$ cat src/rtl/high_bit_search_seq.sv
// Handshaked most-significant-set-bit search: one binary-search halving step per clock.
// Optional HBS_LOW_BIT_EN adds in_mode to select lowest-set-bit search instead.
module high_bit_search_seq #(
   parameter  int INPUT_WIDTH  = 8,
   localparam int RESULT_WIDTH = $clog2(INPUT_WIDTH)
) (
   input  logic                    clk,
   input  logic                    rst,
   input  logic                    in_valid,
   output logic                    in_ready,
   input  logic [INPUT_WIDTH-1:0]  in_data,
`ifdef HBS_LOW_BIT_EN
   input  logic                    in_mode,
`endif
   output logic                    out_valid,
   input  logic                    out_ready,
   output logic [RESULT_WIDTH-1:0] out_index,
   output logic                    out_zero
);

   // Handshake: a transfer happens on a rising edge where valid & ready are both 1.
   typedef enum logic [1:0] {IDLE, SEARCH, DONE} state_t;

   state_t                  state_q, state_d;
   logic [INPUT_WIDTH-1:0]  data_q, data_d;
   logic [RESULT_WIDTH-1:0] size_q, size_d;
   logic [RESULT_WIDTH-1:0] acc_q, acc_d;
   logic                    zero_q, zero_d;
   logic [INPUT_WIDTH-1:0]  cap_word;
   logic [INPUT_WIDTH-1:0]  low_mask;
   logic [INPUT_WIDTH-1:0]  half;
   logic [RESULT_WIDTH-1:0] result;
`ifdef HBS_LOW_BIT_EN
   logic                    mode_q, mode_d;
`endif

   always_comb begin
      cap_word = in_data;
`ifdef HBS_LOW_BIT_EN
      // Lowest-bit search is a highest-bit search on the mirrored word.
      if (in_mode) begin
         for (int i = 0; i < INPUT_WIDTH; i++) begin
            cap_word[i] = in_data[INPUT_WIDTH-1-i];
         end
      end
`endif
   end

   // data_q only ever holds the active 2*size window, so a shift yields the upper half.
   assign low_mask = ({{(INPUT_WIDTH-1){1'b0}}, 1'b1} << size_q) - {{(INPUT_WIDTH-1){1'b0}}, 1'b1};
   assign half     = (data_q >> size_q) & low_mask;

   always_comb begin
      state_d = state_q;
      data_d  = data_q;
      size_d  = size_q;
      acc_d   = acc_q;
      zero_d  = zero_q;
`ifdef HBS_LOW_BIT_EN
      mode_d  = mode_q;
`endif
      case (state_q)
         IDLE: begin
            if (in_valid) begin
               data_d  = cap_word;
               size_d  = RESULT_WIDTH'(INPUT_WIDTH / 2);
               acc_d   = '0;
               zero_d  = (in_data == '0);
`ifdef HBS_LOW_BIT_EN
               mode_d  = in_mode;
`endif
               state_d = SEARCH;
            end
         end
         SEARCH: begin
            if (half != '0) begin
               data_d = half;
               acc_d  = acc_q + size_q;
            end else begin
               data_d = data_q & low_mask;
            end
            size_d = size_q >> 1;
            if (size_q == RESULT_WIDTH'(1)) begin
               state_d = DONE;
            end
         end
         DONE: begin
            if (out_ready) begin
               state_d = IDLE;
            end
         end
         default: state_d = IDLE;
      endcase
   end

   always_ff @(posedge clk) begin
      if (rst) begin
         state_q <= IDLE;
         data_q  <= '0;
         size_q  <= '0;
         acc_q   <= '0;
         zero_q  <= 1'b0;
`ifdef HBS_LOW_BIT_EN
         mode_q  <= 1'b0;
`endif
      end else begin
         state_q <= state_d;
         data_q  <= data_d;
         size_q  <= size_d;
         acc_q   <= acc_d;
         zero_q  <= zero_d;
`ifdef HBS_LOW_BIT_EN
         mode_q  <= mode_d;
`endif
      end
   end

   always_comb begin
      result = acc_q;
`ifdef HBS_LOW_BIT_EN
      if (mode_q) begin
         result = RESULT_WIDTH'(INPUT_WIDTH - 1) - acc_q;
      end
`endif
      // An all-zero word reports index 0 in either search direction.
      if (zero_q) begin
         result = '0;
      end
   end

   assign in_ready  = (state_q == IDLE);
   assign out_valid = (state_q == DONE);
   assign out_index = out_valid ? result : '0;
   assign out_zero  = out_valid & zero_q;

endmodule

$ cat config.mk
export PLATFORM = sky130hd
export DESIGN_NAME = high_bit_search_seq
export DESIGN_NICKNAME = d
export VERILOG_FILES = /design/src/rtl/high_bit_search_seq.sv
export SDC_FILE = /design/constraint.sdc
export NUM_CORES = 1
export LEC_CHECK = 0
export BUFFER_PORTS_ARGS = -buffer_cell sky130_fd_sc_hd__buf_4
export CAP_MARGIN = 20
export CORE_MARGIN = 2
export CORE_UTILIZATION = 44
export CTS_CLUSTER_DIAMETER = 150
export DETAILED_ROUTE_END_ITERATION = 7
export GPL_ROUTABILITY_DRIVEN = 0
export HOLD_SLACK_MARGIN = 0.02
export RECOVER_POWER = 50
export SLEW_MARGIN = 10
export SYNTH_ARGS = -nofsm -noshare
export SYNTH_HDL_FRONTEND = slang
export SYNTH_SLANG_ARGS = --single-unit
$ cat constraint.sdc
create_clock -name clk -period 2.6 [get_ports clk]
set_input_delay 0.52 -clock clk [delete_from_list [all_inputs] [get_ports clk]]
set_output_delay 0.52 -clock clk [all_outputs]
set_load 0.01 [all_outputs]
==> flow_summary.toml <==
[status]
outcome = "completed"

[timing]
worst_slew_pin_slew_ps = 588.5
max_freq_ghz = 0.4273
fin_tns_setup_ps = 0
relSlewSlack = 0.6069
post-route-min-period_ps = 2340
min_period_over_period = 0.9001
setup_viol = 0
finClkSkew_ps = 5.038
report.final.hold_viol_count = 0
slew_viol_final = 0
grt_setup_unrepaired = "no"
layout_setup_ws_ps = 259.7

[global_routing]
grt_usage = 0.2012
antenna_found_initial = 0
grt_pass1_wl_mm = 4.353
grt_pass1_vias = 921
overflow = 0
grt_max_degree = 22

[route]
wirelength_mm = 2.775
vias = 1060
first_iter_violations = 6
vias_per_cell = 5.889
routedWlPerCell_um = 15.42
dr.pass1.iters = 4
drc = 0
antenna_left = 0

[worst_setup_path]
cp.arrival_ps = 2560
cp_max_fo = 13
criticalPathCategory = "reg -> reg"
reg2reg_slack_ps = 260
path_buf_inv = 0
r2r_end = "data_q[1]"
max_stage_delay_ps = 620
required_ps = 2820
timing.rr.start = "size_q[2]"
cp-startpoint = "size_q[2]"
start_kind = "register"
cp.depth = 5
slowest_stage = "dfxtp_1"
crit_path_cell_trace = "mux2_1, a221o_1, a221oi_4, nand4b_1, a221oi_2"
critPathCaptureType = "register"
reg2reg_depth = 5
cp_top_family = "compound AO/OA/AOI/OAI gates"
critPathCapture = "data_q[1]"

[yosys]
synth_xor_area_frac = 0.007761
synth-simple-area-share = 0.2882
ys_types = 45
synth_compound_area_frac = 0.2206
synth_top_family_by_area = "simple AND/OR/NAND/NOR gates"
synth_nets = 149
yosysWarnings = 0
synth_edf_count = 0
synthCells = 135
synthTopCellsByArea = "dfxtp_1 (30%), mux2i_1 (7.1%), nor2_1 (4.7%), a21oi_1 (4.4%), nand2_1 (4.0%)"
async_reset_ff_frac = 0
synth_mux_area_frac = 0.1009
synth.top_cells.by_count = "dfxtp_1 (17), nor2_1 (14), nand2_1 (12)"
synth.top_cell.area_share = 0.3016
synth_seq_cells = 17
synthAdderAreaFrac = 0.02882
netlist_area_um2 = 1129
ys.flop_type = "dfxtp_1"
synth.yosys.seq_area_share = 0.3016
avgSynthCellArea_um2 = 8.360
synth_area_leader_cell = "dfxtp_1"
synth_most_common_cell = "dfxtp_1"

[cells_and_area]
syn2layout_area_growth_pct = 14.52
nets = 165
diodes = 0
drive_gt1_frac = 0.2000
fin_cells = 180

[cts]
clk_pin_slew_worst_paths_ps = 110
cts_hold_buf = 0
clock_latency_ps = 300
post_cts_buffers = 0
cts_sinks = 17
h-tree-depth = 1
cts_made_buffers = 3
clock_path_buffers = 2
cts_root_buf = "clkbuf_4"
cts_tree = "yes"
ctsResizeCount = 0

[flow_run]
maxCapViolCount = 0

[placed_design]
pre_cts_ws_ps = 307.2
dpl.hpwl_mm = 1.986
portBuffers = 17
post-place-cells = 176

[pwr]
p_total_uw = 548.2
combinationalPowerShare = 0.202
ir_drop_uv = 371.7
p_leak_nw = 0.4718
seq_power_share = 0.526
power_frac_clock = 0.273
switching_share = 0.3067
power.internal_uw = 380.1
p_sw_uw = 168.1
power.density_nw_per_um2 = 424.2

[floorplan]
rows = 18
initial_core_util = 0.4597
ios = 18
core-area_um2 = 2455
die_h_um = 54.65
dieArea_um2 = 2986
die_w_um = 54.65

[worst_hold_path]
hold_class = "in -> reg"
[power groups by stage]
stage | clock network (mW) | logic (mW) | registers [mW]
floorplan | 0 | 0.0808 | 0.287
global placement | 0 | 0.111 | 0.293
detailed placement | 0 | 0.113 | 0.294
CTS | 0.155 | 0.113 | 0.288
global route | 0.164 | 0.122 | 0.291
finish | 0.149 | 0.111 | 0.288
[state kept, by name, indices dropped and copies added (netlist names)]
register / flops
state_q: 2
acc_q: 3
size_q: 3
data_q: 8
zero_q: 1
[routing by layer]
layer / routed length (um) / vias up / track usage
li1: - / 528 / -
met1: 1347 / 504 / 0.2805
met2: 1272 / 24 / 0.3115
met3: 132 / 4 / 0.04918
met4: 23 / 0 / 0.04167
met5: 0 / - / 0
[worst min path at each step]
| stage | startpoint | to | slack, ps | cells past startpoint |
|---|---|---|---|---|
| floorplan | zero_q | zero_q | 460 | 2 |
| global placement | zero_q | zero_q | 470 | 2 |
| detailed placement | zero_q | zero_q | 490 | 2 |
| CTS | in_data[7] | data_q[7] | 470 | 3 |
| global route | in_data[7] | data_q[7] | 480 | 3 |
| finish | in_data[7] | data_q[7] | 470 | 3 |
[layout make-up]
type | instances | area [um^2]
well taps | 30 | 37.54
flip-flops and latches | 17 | 340.3
multi-input cells | 104 | 729.5
clock buffers | 3 | 22.52
inverters | 3 | 11.26
clock inverters | 1 | 5.005
repair buffers | 22 | 146.4
fillers | 256 | 1162
[per-stage QoR]
stage          area [um^2]  hold slack (ps)  utilization
5_1_grt               1292            482.0       0.5265
3_3_place_gp          1284            473.1       0.5229
4_1_cts               1311            467.4       0.5341
3_5_place_dp          1284            489.5       0.5229
2_1_floorplan         1129            458.8            -
6_report              1292            472.0       0.5265
[worst min-delay path, delay by kind of cell]
kind | cells | cell delay [ps]
buffers and inverters | 1 | 110
AOI/OAI and AO/OA | 1 | 50
and+or+nand+nor | 1 | 50
[layout by cell type, fill, tap and decap left out, types with 2 or more instances in the layout]
| master | n |
|---|---|
| a221o_1 | 2 |
| inv_1 | 3 |
| dfxtp_1 | 17 |
| mux2i_1 | 8 |
| clkbuf_1 | 5 |
| a21oi_1 | 10 |
| a221oi_1 | 2 |
| nor4_1 | 2 |
| nand3b_1 | 3 |
| nand4b_1 | 2 |
| and2_1 | 3 |
| nand2b_1 | 4 |
| nor2_1 | 14 |
| nand3_1 | 6 |
| a31oi_1 | 3 |
| nor3_1 | 3 |
| nand2_1 | 12 |
| nand4_1 | 2 |
| a221oi_2 | 2 |
| buf_4 | 17 |
| clkbuf_4 | 3 |
| and3_1 | 2 |
| nor2b_1 | 3 |
[kinds of logic (layout without fill, tap and decap cells)]
| logic type | Yosys count | in the layout |
|---|---|---|
| AND/OR/NAND/NOR | 61 | 61 |
| AO/OA/AOI/OAI | 30 | 30 |
| flip-flops | 17 | 17 |
| buffers and inverters | 14 | 29 |
| multiplexers | 10 | 10 |
| adder cells (fa/ha/maj) | 2 | 2 |
| XOR/XNOR | 1 | 1 |
Note: power is estimated with default switching activity, not from simulation.
